[config.mk]
export PLATFORM = sky130hd
export DESIGN_NAME = hongwai_ir_tx
export DESIGN_NICKNAME = d
export VERILOG_FILES = /design/src/rtl/hongwai_pkg.sv /design/src/rtl/ir_carrier_gen.sv /design/src/rtl/hongwai_ir_tx.sv
export SDC_FILE = /design/constraint.sdc
export NUM_CORES = 1
export LEC_CHECK = 0
export ABC_AREA = 1
export BUFFER_PORTS_ARGS = -buffer_cell sky130_fd_sc_hd__buf_2
export CORE_MARGIN = 1
export CORE_UTILIZATION = 55
export DETAILED_ROUTE_END_ITERATION = 10
export GPL_TIMING_DRIVEN = 1
export PLACE_DENSITY = 0.84
export SETUP_SLACK_MARGIN = 0.1
export SLEW_MARGIN = 20
export SYNTH_ARGS = -nofsm -noshare
export SYNTH_HDL_FRONTEND = slang
export SYNTH_SLANG_ARGS = --single-unit
[constraint.sdc]
create_clock -name clk -period 5.8 [get_ports clk]
set_clock_uncertainty 0.15 [all_clocks]
set_input_delay 0.87 -clock clk [delete_from_list [all_inputs] [get_ports clk]]
set_output_delay 0.87 -clock clk [all_outputs]
set_load 0.03 [all_outputs]
[src/rtl/hongwai_pkg.sv]
// Shared types and defaults for the hongwai IR transmitter: frame states,
// 50 MHz timing defaults and the two command-word widths.
package hongwai_pkg;

  localparam int unsigned W_D1 = 35;
  localparam int unsigned W_D2 = 32;

  localparam int unsigned DEF_CARRIER_PERIOD = 1316;
  localparam int unsigned DEF_CARRIER_HIGH   = 658;
  localparam int unsigned DEF_HDR_MARK       = 450000;
  localparam int unsigned DEF_HDR_SPACE      = 225000;
  localparam int unsigned DEF_BIT_MARK       = 28000;
  localparam int unsigned DEF_ZERO_SPACE     = 28000;
  localparam int unsigned DEF_ONE_SPACE      = 84500;
  localparam int unsigned DEF_LINK_SPACE     = 1000000;

  typedef enum logic [3:0] {
    S_IDLE, S_HDR_M, S_HDR_S, S_D1_M, S_D1_S,
    S_LNK_M, S_LNK_S, S_D2_M, S_D2_S, S_STOP_M
  } state_t;

  function automatic logic is_mark(state_t s);
    return s inside {S_HDR_M, S_D1_M, S_LNK_M, S_D2_M, S_STOP_M};
  endfunction

endpackage

[src/rtl/ir_carrier_gen.sv]
// Carrier generator: registered square wave while enabled, phase forced back
// to the start of the high half whenever a new mark begins.
module ir_carrier_gen
  import hongwai_pkg::*;
#(
  parameter int unsigned CARRIER_PERIOD = DEF_CARRIER_PERIOD,
  parameter int unsigned CARRIER_HIGH   = DEF_CARRIER_HIGH
) (
  input  logic clk,
  input  logic rst,
  input  logic i_en,
  input  logic i_restart,
  output logic o_car
);

  logic [31:0] r_phase;
  logic        r_car;
  logic [31:0] w_phase_nxt;

  assign w_phase_nxt = (r_phase >= CARRIER_PERIOD - 1) ? '0 : r_phase + 32'd1;

  // r_phase is the phase of the cycle currently being driven on o_car
  always_ff @(posedge clk or negedge rst) begin
    if (!rst) begin
      r_phase <= '0;
      r_car   <= 1'b0;
    end else if (i_restart) begin
      r_phase <= '0;
      r_car   <= (CARRIER_HIGH != 0);
    end else if (i_en) begin
      r_phase <= w_phase_nxt;
      r_car   <= (w_phase_nxt < CARRIER_HIGH);
    end else begin
      r_phase <= '0;
      r_car   <= 1'b0;
    end
  end

  assign o_car = r_car;

endmodule

[src/rtl/hongwai_ir_tx.sv]
// IR remote transmitter: leader, 35-bit word, link gap, 32-bit word, stop.
// Define IR_CARRIER_EN to modulate marks; otherwise marks are a steady 1.
module hongwai_ir_tx
  import hongwai_pkg::*;
#(
  parameter int unsigned CARRIER_PERIOD = DEF_CARRIER_PERIOD,
  parameter int unsigned CARRIER_HIGH   = DEF_CARRIER_HIGH,
  parameter int unsigned HDR_MARK       = DEF_HDR_MARK,
  parameter int unsigned HDR_SPACE      = DEF_HDR_SPACE,
  parameter int unsigned BIT_MARK       = DEF_BIT_MARK,
  parameter int unsigned ZERO_SPACE     = DEF_ZERO_SPACE,
  parameter int unsigned ONE_SPACE      = DEF_ONE_SPACE,
  parameter int unsigned LINK_SPACE     = DEF_LINK_SPACE
) (
  input  logic            clk,
  input  logic            rst,
  input  logic            key_1,
  input  logic [W_D1-1:0] IR_in_data35,
  input  logic [W_D2-1:0] IR_in_data32,
  output logic            IR_out,
  output logic            led_out
);

  localparam logic [5:0] LAST_D1 = 6'(W_D1 - 1);
  localparam logic [5:0] LAST_D2 = 6'(W_D2 - 1);

  if (CARRIER_PERIOD == 0 || CARRIER_HIGH > CARRIER_PERIOD) begin : g_bad_carrier
    $error("hongwai_ir_tx: CARRIER_HIGH must not exceed a nonzero CARRIER_PERIOD");
  end

  logic [1:0]      r_sync;
  logic            r_key_d;
  state_t          r_state;
  logic [31:0]     r_cnt;
  logic [5:0]      r_bit;
  logic [W_D1-1:0] r_d1;
  logic [W_D2-1:0] r_d2;
  logic            r_led;

  logic w_rise, w_mark, w_adv, w_mark_nxt;

  assign w_rise = r_sync[1] & ~r_key_d;
  assign w_mark = is_mark(r_state);
  assign w_adv  = (r_state == S_IDLE) ? w_rise : (r_cnt == '0);
  // Every transition alternates mark/space, so advancing flips the mark level
  assign w_mark_nxt = w_mark ? ~w_adv : w_adv;

  always_ff @(posedge clk or negedge rst) begin
    if (!rst) begin
      r_sync  <= '0;
      r_key_d <= 1'b0;
      r_state <= S_IDLE;
      r_cnt   <= '0;
      r_bit   <= '0;
      r_d1    <= '0;
      r_d2    <= '0;
      r_led   <= 1'b0;
    end else begin
      r_sync  <= {r_sync[0], key_1};
      r_key_d <= r_sync[1];
      if (w_adv) begin
        case (r_state)
          S_IDLE: begin
            r_state <= S_HDR_M;
            r_cnt   <= HDR_MARK - 1;
            r_d1    <= IR_in_data35;
            r_d2    <= IR_in_data32;
            r_bit   <= '0;
            r_led   <= 1'b1;
          end
          S_HDR_M: begin
            r_state <= S_HDR_S;
            r_cnt   <= HDR_SPACE - 1;
          end
          S_HDR_S: begin
            r_state <= S_D1_M;
            r_cnt   <= BIT_MARK - 1;
          end
          S_D1_M: begin
            r_state <= S_D1_S;
            r_cnt   <= r_d1[0] ? ONE_SPACE - 1 : ZERO_SPACE - 1;
          end
          S_D1_S: begin
            r_d1  <= r_d1 >> 1;
            r_cnt <= BIT_MARK - 1;
            if (r_bit == LAST_D1) begin
              r_state <= S_LNK_M;
              r_bit   <= '0;
            end else begin
              r_state <= S_D1_M;
              r_bit   <= r_bit + 6'd1;
            end
          end
          S_LNK_M: begin
            r_state <= S_LNK_S;
            r_cnt   <= LINK_SPACE - 1;
          end
          S_LNK_S: begin
            r_state <= S_D2_M;
            r_cnt   <= BIT_MARK - 1;
          end
          S_D2_M: begin
            r_state <= S_D2_S;
            r_cnt   <= r_d2[0] ? ONE_SPACE - 1 : ZERO_SPACE - 1;
          end
          S_D2_S: begin
            r_d2  <= r_d2 >> 1;
            r_cnt <= BIT_MARK - 1;
            if (r_bit == LAST_D2) begin
              r_state <= S_STOP_M;
              r_bit   <= '0;
            end else begin
              r_state <= S_D2_M;
              r_bit   <= r_bit + 6'd1;
            end
          end
          S_STOP_M: begin
            r_state <= S_IDLE;
            r_cnt   <= '0;
            r_led   <= 1'b0;
          end
          default: begin
            r_state <= S_IDLE;
            r_cnt   <= '0;
            r_led   <= 1'b0;
          end
        endcase
      end else if (r_state != S_IDLE) begin
        r_cnt <= r_cnt - 32'd1;
      end
    end
  end

  assign led_out = r_led;

`ifdef IR_CARRIER_EN
  logic w_start, w_car;
  assign w_start = w_adv & ~w_mark;

  ir_carrier_gen #(
    .CARRIER_PERIOD(CARRIER_PERIOD),
    .CARRIER_HIGH  (CARRIER_HIGH)
  ) u_car (
    .clk      (clk),
    .rst      (rst),
    .i_en     (w_mark_nxt),
    .i_restart(w_start),
    .o_car    (w_car)
  );

  assign IR_out = w_car;
`else
  logic r_ir;

  always_ff @(posedge clk or negedge rst) begin
    if (!rst) r_ir <= 1'b0;
    else      r_ir <= w_mark_nxt;
  end

  assign IR_out = r_ir;
`endif

endmodule

; ---- After elaboration in Yosys (flattened, before gate mapping)
; Index checks and enable logic that the tools add are counted.
[word_totals]
regBits = 114
input_bits = 70
word_cells = 56
[op_classes]
reduce_logical = 14
n_eq_ne = 11
n_addsub = 2
mux = 16
bitwise = 4
[op_table]
columns = op, count
row1 = 20-bit case mux with 6 select lines, 1
row2 = 35-bit case mux with 2 select lines, 1
row3 = 32-bit 2-to-1 mux, 2
row4 = 32-bit case mux with 2 select lines, 1
row5 = 4-bit case mux with 9 select lines, 1
row6 = 17-bit 2-to-1 mux, 2
row7 = 32-bit logical NOT, 1
row8 = 32-bit by 1-bit subtractor with 32-bit output (second input constant), 1
row9 = 6-bit case mux with 3 select lines, 1
row10 = 4-bit by 3-bit equality test with 1-bit output (second input constant), 4
row11 = 6-bit 2-to-1 mux, 2
row12 = 4-bit by 2-bit equality test with 1-bit output (second input constant), 2
row13 = 4-bit equality test (second input constant), 2
row14 = 2-bit AND reduction, 4
row15 = 8-bit OR reduction, 1
row16 = 6-bit by 1-bit adder with 6-bit output (second input constant), 1
row17 = 6-bit by 5-bit equality test with 1-bit output (second input constant), 1
row18 = 6-bit equality test (second input constant), 1
row19 = 2-bit nonzero test, 3
row20 = 5-bit nonzero test, 1
row21 = 4-bit by 1-bit equality test with 1-bit output (second input constant), 1
row22 = 4-bit logical NOT, 1
row23 = 4-bit 2-to-1 mux, 1
row24 = 4-bit nonzero test, 1
row25 = other kinds (7), 10

; ---- Depth between registers and ports, before layout
; Gate-level depths: netlist of run 1.
[logic_depth]
depth_word = 5
ltp_mapped = 13
mapped_depth_nobuf = 12

; ---- Worst setup path after synthesis of run 1
; Ideal clock, no wire load.
[synth_timing]
path_type = flip-flop to flip-flop
startpoint = reg r_cnt[0]
endpoint = reg r_d2[1]
stages_incl_launch_ff = 13
n_path_buf = 1
required_ns = 5.529
slack_ns = 3.933
period_less_slack_ns = 1.867
arrival_ns = 1.597
cell_sequence = dfrtp_1 > inv_1 > ha_1 > nand2_1 > nor2_1 > nand2_1 > nor2_1 > nand2_2 > nand2_4 > nand2_4 > nor2_8 > buf_4 > o21ai_1
[synth_via]
elab_chain_len = 3
[synth_rtl]
columns = element, line_no
row1 = from (decl), hongwai_ir_tx.sv:34  ; logic [31:0] r_cnt;
row2 = from (signal assigned), hongwai_ir_tx.sv:65  ; r_cnt <= HDR_MARK - 1;
row3 = from (signal assigned), hongwai_ir_tx.sv:73  ; r_cnt <= HDR_SPACE - 1;
row4 = from (signal assigned), hongwai_ir_tx.sv:77  ; r_cnt <= BIT_MARK - 1;
row5 = 32-bit logical NOT, hongwai_ir_tx.sv:44  ; assign w_adv = (r_state == S_IDLE) ? w_rise : (r_cnt == '0);
row6 = 1-bit 2-to-1 mux, hongwai_ir_tx.sv:44
row7 = 2-bit AND reduction (no line), n/a
row8 = to (signal assigned), hongwai_ir_tx.sv:67  ; r_d2 <= IR_in_data32;
row9 = to (signal assigned), hongwai_ir_tx.sv:107  ; r_d2 <= r_d2 >> 1;
row10 = to (decl), hongwai_ir_tx.sv:37  ; logic [W_D2-1:0] r_d2;
; No other way between the ends.
; A chain may end at the register's enable or synchronous reset.

; ---- Worst setup path after layout of run 1
[layout_timing]
startpoint = reg r_state[0]
endpoint = reg r_d1[27]
[layout_via]
elab_chain_len = 3
[layout_rtl]
columns = element, line_no
row1 = from (decl), hongwai_ir_tx.sv:33  ; state_t r_state;
row2 = from (signal assigned), hongwai_ir_tx.sv:52  ; r_state <= S_IDLE;
row3 = from (signal assigned), hongwai_ir_tx.sv:64  ; r_state <= S_HDR_M;
row4 = from (signal assigned), hongwai_ir_tx.sv:72  ; r_state <= S_HDR_S;
row5 = 4-bit by 3-bit equality test with 1-bit output or 4-bit logical NOT (tied branches), "hongwai_ir_tx.sv:62, hongwai_ir_tx.sv:44"
row6 = 2-bit nonzero test (no line) or 1-bit 2-to-1 mux (tied branches), n/a
row7 = 2-bit AND reduction (no line), n/a
row8 = to (signal assigned), hongwai_ir_tx.sv:66  ; r_d1 <= IR_in_data35;
row9 = to (signal assigned), hongwai_ir_tx.sv:84  ; r_d1 <= r_d1 >> 1;
row10 = to (decl), hongwai_ir_tx.sv:36  ; logic [W_D1-1:0] r_d1;
; Parallel ways exist; a longest one is shown, timed or not.

==> flow_summary.json, run 1 <==
{
  "outcome": "completed",
  "final-max-slew-violation-count": 0,
  "hpwl_um": 9160,
  "synth-edff-count": 0,
  "rsz0062_at_grt": "no",
  "grt_pass1_wl_um": 22800,
  "die_y_um": 110,
  "stdcell_count": 1042,
  "worstReg2RegStart": "r_state[0]$_DFFE_PN0P_",
  "dieWidth_um": 110,
  "final.setup.worst_slack_ns": 2.99,
  "min_path_cells": 0,
  "synth_cell_types": 37,
  "coreArea_sq_mm": 0.0111,
  "reg2regPathDepth": 8,
  "htreeDepth": 4,
  "clockBufferDepth": 2,
  "dr.pass1.iters": 5,
  "cts_buffers": 17,
  "fin_crit_ns": 2.81,
  "relSlewSlack_pct": 38.1,
  "worstPathArrival_ns": 2.93,
  "grt_usage_pct": 24.8,
  "yosysTopAreaCell": "dfrtp_1",
  "tightest_slew_ns": 0.925,
  "reg2reg_slack_ns": 2.99,
  "drv_cap": 0,
  "drc_errors": 0,
  "ys.flop_type": "dfrtp_1",
  "num-nets-final": 965,
  "crit_fanout": 70,
  "cellLeakagePower_uw": 0.00389,
  "dp_cells": 1012,
  "syn_area_sq_mm": 0.00638,
  "stdcell_area_sq_mm": 0.00725,
  "ios": 72,
  "post-route-period-util_pct": 48.5,
  "path_class": "flip-flop to flip-flop",
  "post-place-ws_ns": 2.66,
  "initial_core_util_pct": 57.6,
  "vdd_ir_drop_max_mv": 0.373,
  "yosysSeqAreaShare_pct": 44.7,
  "setup-tns-final_ns": 0,
  "clock_tree.root_cell": "clkbuf_16",
  "grt_overflow": 0,
  "cts_tree": "done",
  "port_buffers": 71,
  "synth_area_per_cell_sq_um": 7.68,
  "start_kind": "flip-flop",
  "rows": 38,
  "syn_inst": 831,
  "r2r_end": "r_d1[27]$_DFFE_PN0P_",
  "ys_async_sr_fraction_pct": 100,
  "max_freq_ghz": 0.355,
  "antenna_found_initial": 0,
  "hold_viol": 0,
  "synth_top_area_share_pct": 44.7,
  "hold_path.class": "flip-flop to flip-flop",
  "drt_wl_total_um": 13400,
  "vias": 5488,
  "hold_slack_ns": 0.220,
  "postCtsResizedCells": 0,
  "place_area_sq_mm": 0.00673,
  "required_ns": 5.91,
  "syn_to_final_growth_pct": 13.5,
  "min_from": "r_sync[0]$_DFF_PN0_",
  "vias_per_cell": 5.27,
  "syn-num-nets": 905,
  "setup_viol": 0,
  "n_fill_cell": 953,
  "drt_iter0_markers": 308,
  "place_congestion": 0.926,
  "grt_pass1_vias": 5067,
  "ys.warnings.count": 0,
  "wl_per_cell_um": 12.8,
  "grt_max_degree": 71,
  "diodes": 0,
  "synth_seq_cells": 114,
  "clk_pin_slew_ns": 0.05,
  "postCtsHoldBufs": 0,
  "crit_path_end_kind": "flip-flop",
  "whs_endpoint": "r_sync[1]$_DFF_PN0_",
  "layout-drive-gt1-share_pct": 14.3,
  "clock_latency_ns": 0.41,
  "cts_sinks": 114,
  "ant_nets": 0,
  "fp.dieArea_sq_mm": 0.0120,
  "synthTopCellsByArea": "dfrtp_1, nand2_1, mux2i_1, o21ai_1, inv_1",
  "post-cts-setup-buffers": 0,
  "powerDensity_mw_per_mm2": 481
}
[logic make-up (layout without fill, tap and decap cells)]
group	after synthesis	count (layout)	share of synthesized area, %
fa+ha+maj	4	4	0.784
buf+inv	116	187	8.09
simple gates	406	406	27.1
mux	34	34	5.33
compound gates	143	143	12.1
flops	114	114	44.7
xor+xnor	14	14	1.92
[report_power, final]
part | total, uW | internal, uW | switching, uW | leakage (uW)
sequential | 1320 | 1120 | 205 | 0.00142
combinational | 1270 | 445 | 825 | 0.00222
clock | 892 | 558 | 334 | 0.000253
[layout make-up]
| cell class | instances | area [sq um] | share of cell area, % |
|---|---|---|---|
| Timing Repair Buffer | 72 | 365 | 5.04 |
| Sequential cell | 114 | 2850 | 39.4 |
| Clock inverter | 6 | 33.8 | 0.466 |
| Tap cell | 140 | 175 | 2.42 |
| Multi-Input combinational cell | 601 | 3030 | 41.8 |
| Inverter | 85 | 319 | 4.40 |
| Clock buffer | 24 | 472 | 6.51 |
[through the flow]
step	power, uW	util, %
final	3490	65.4
after global routing	3760	65.4
after CTS	3490	65.3
after detailed placement	2580	60.8
after global placement	2540	60.8
after floorplan	2310	-
[critical path, stage by stage, from the launching register on]
cell     delay, ns
dfrtp_1       0.44
nor2_2        0.27
nand2_2       0.24
inv_1         0.17
nand3_2       0.14
nand2_2       0.46
nand2_4       0.51
nand2_1       0.18
o21ai_1       0.09
[flip-flops by register name (all words and copies together) (netlist names)]
| register | cells |
|---|---|
| IR_out | 1 |
| r_key_d | 1 |
| r_sync | 2 |
| led_out | 1 |
| r_d1 | 35 |
| r_d2 | 32 |
| r_cnt | 32 |
| r_state | 4 |
| r_bit | 6 |
[worst max path at each step]
stage / start / endpoint / slack (ns) / cells past startpoint
floorplan: r_cnt[0]$_DFFE_PN0P_ / r_d2[1]$_DFFE_PN0P_ / 3.93 / 12
global placement: r_state[0]$_DFFE_PN0P_ / r_d1[18]$_DFFE_PN0P_ / 2.75 / 7
detailed placement: r_cnt[0]$_DFFE_PN0P_ / r_d1[21]$_DFFE_PN0P_ / 2.66 / 10
CTS: r_cnt[0]$_DFFE_PN0P_ / r_d1[21]$_DFFE_PN0P_ / 2.69 / 10
global route: r_state[0]$_DFFE_PN0P_ / r_d1[26]$_DFFE_PN0P_ / 2.70 / 8
finish: r_state[0]$_DFFE_PN0P_ / r_d1[27]$_DFFE_PN0P_ / 2.99 / 8
[synthesized netlist by cell type, types with 6 or more instances]
cell      count
nand2_2       8
buf_6         6
xor2_1        9
mux2i_1      34
nand4_1       9
a21oi_1      13
nand3_1      38
buf_2        14
dfrtp_1     114
inv_1        82
o21ai_0      52
o21ai_1      62
nand2_1     238
nor2_1       81
clkbuf_1      6
nor3_1        9
[cell usage in the layout, fill, tap and decap left out, drive strengths merged, types with 14 or more instances in the layout]
cell / Yosys / layout
nor2: 88 / 88
o21ai: 119 / 119
buf: 25 / 72
clkbuf: 6 / 24
mux2i: 34 / 34
inv: 85 / 85
a21oi: 14 / 14
dfrtp: 114 / 114
nand3: 39 / 39
nand2: 248 / 248
[routing by layer]
metal	GRT usage (%)	routed length, um	share of wire, %
met1	31.4	6120	46
met2	39.8	6330	47
met3	7.29	655	4.9
met4	9.71	259	1.9
met5	0	0	0
No activity file was read; power rests on OpenSTA's default activity.
==> run 2: changes to the inputs <==
==> constraint.sdc (replaced) <==
create_clock -name clk -period 2.8 [get_ports clk]
set_clock_uncertainty 0.15 [all_clocks]
set_input_delay 0.42 -clock clk [delete_from_list [all_inputs] [get_ports clk]]
set_output_delay 0.42 -clock clk [all_outputs]
set_load 0.03 [all_outputs]
==> flow_summary.json, run 2 (synthesized netlist as in run 1, its figures left out) <==
{
  "outcome": "completed",
  "initial_core_util_pct": 57.6,
  "diodes": 0,
  "dr.pass1.iters": 5,
  "clock_latency_ns": 0.41,
  "relSlewSlack_pct": 57.3,
  "powerDensity_mw_per_mm2": 1040,
  "vias_per_cell": 5.29,
  "crit_fanout": 70,
  "cellLeakagePower_uw": 0.00398,
  "wl_per_cell_um": 13.4,
  "dieWidth_um": 110,
  "port_buffers": 71,
  "grt_overflow": 0,
  "grt_max_degree": 71,
  "cts_tree": "done",
  "start_kind": "flip-flop",
  "final.setup.worst_slack_ns": 0.331,
  "grt_usage_pct": 26.1,
  "rows": 38,
  "hold_slack_ns": 0.112,
  "final_cell_mix": "nand2_1, dfrtp_1, inv_1",
  "coreArea_sq_mm": 0.0111,
  "ios": 72,
  "htreeDepth": 4,
  "power_uw": 7730,
  "drv_cap": 0,
  "utilization_pct": 67.4,
  "final-max-slew-violation-count": 0,
  "worstPathArrival_ns": 2.64,
  "crit_path_end_kind": "flip-flop",
  "rsz0062_at_grt": "no",
  "fin_crit_ns": 2.47,
  "largest_register_ffs": 35,
  "die_y_um": 110,
  "path_class": "flip-flop to flip-flop",
  "clk_pin_slew_ns": 0.06,
  "top_register": "r_d1",
  "ant_nets": 0,
  "top_regs": "r_d1 (35), r_cnt (32), r_d2 (32)",
  "vdd_ir_drop_max_mv": 0.699,
  "post-cts-setup-buffers": 0,
  "postCtsResizedCells": 0,
  "grt_pass1_wl_um": 24100,
  "antenna_found_initial": 0,
  "cts_sinks": 114,
  "required_ns": 2.97,
  "setup-tns-final_ns": 0,
  "place_congestion": 0.949,
  "clockBufferDepth": 2,
  "layout-drive-gt1-share_pct": 15.5,
  "clock_tree.root_cell": "clkbuf_16",
  "hpwl_um": 9720,
  "fp.dieArea_sq_mm": 0.0120,
  "syn_to_final_growth_pct": 16.9,
  "max_freq_ghz": 0.405,
  "drt_wl_total_um": 14100,
  "drt_iter0_markers": 386,
  "vias": 5576,
  "post-place-ws_ns": 0.456,
  "post-route-period-util_pct": 88.2,
  "cts_buffers": 17,
  "grt_pass1_vias": 5318,
  "drc_errors": 0,
  "mostFrequentLayoutCell": "nand2_1",
  "setup_viol": 0,
  "tightest_slew_ns": 0.641,
  "hold_viol": 0,
  "hold_path.class": "input port to flip-flop",
  "num-nets-final": 975
}
## run 2: final cells by class
cell class	instances	area [sq um]
multi-input combinational	601	3020
clock buffer	20	447
tap	140	175
inverter	85	319
sequential	114	2850
clock inverter	12	180
fill	900	3610
timing repair buffer	82	470
## run 2: path summary, 6_finish.rpt
path	startpoint	end	slack [ns]	cells after the start
hold / removal	IR_in_data35[34]	r_d1[34]$_DFFE_PN0P_	0.11	3
setup reg to reg	r_cnt[0]$_DFFE_PN0P_	r_d1[1]$_DFFE_PN0P_	0.33	12
min in group asynchronous	rst	r_sync[1]$_DFF_PN0_	0.43	2
hold reg to reg	r_sync[0]$_DFF_PN0_	r_sync[1]$_DFF_PN0_	0.21	0
setup / recovery	r_cnt[0]$_DFFE_PN0P_	r_d1[1]$_DFFE_PN0P_	0.33	12
max in group asynchronous	rst	r_d2[21]$_DFFE_PN0P_	1.37	3
## run 2: per-stage QoR
step / instance area, sq um / std cells
after floorplan: 6380 / 831
after global routing: 7460 / 1054
after CTS: 7460 / 1054
after detailed placement: 6820 / 1020
final: 7460 / 1054
after global placement: 6820 / 1020
## run 2: metal layers
metal  global-route usage (%)  vias up  share of wire [%]
met2                     43.0      162                 49
met1                     33.5     2556                 44
met3                     5.81       32                5.2
li1                         -     2826                  -
met4                     10.1        0                2.2
met5                        0        -                  0
## run 2: critical path: stages, from the launching register on
cell	delay, ns
dfrtp_1	0.40
inv_1	0.10
ha_1	0.23
nand2_1	0.07
nor2_1	0.05
nand2_1	0.06
nor2_1	0.04
nand2_1	0.14
nand2_2	0.19
nand2_2	0.09
buf_4	0.52
nand2_1	0.19
o21ai_1	0.14
## run 2: where the power goes
part / leakage (uW) / switching, uW / internal (uW) / total (uW)
clock: 0.000301 / 760 / 1520 / 2280
sequential: 0.00142 / 435 / 2310 / 2750
combinational: 0.00226 / 1740 / 965 / 2710
## run 2: timing repair
action / 4_1_cts / 5_1_grt
setup endpoints to repair: 0 / 0
hold buffers: 2 / 0
endpoints found under the hold margin: 49 / 0
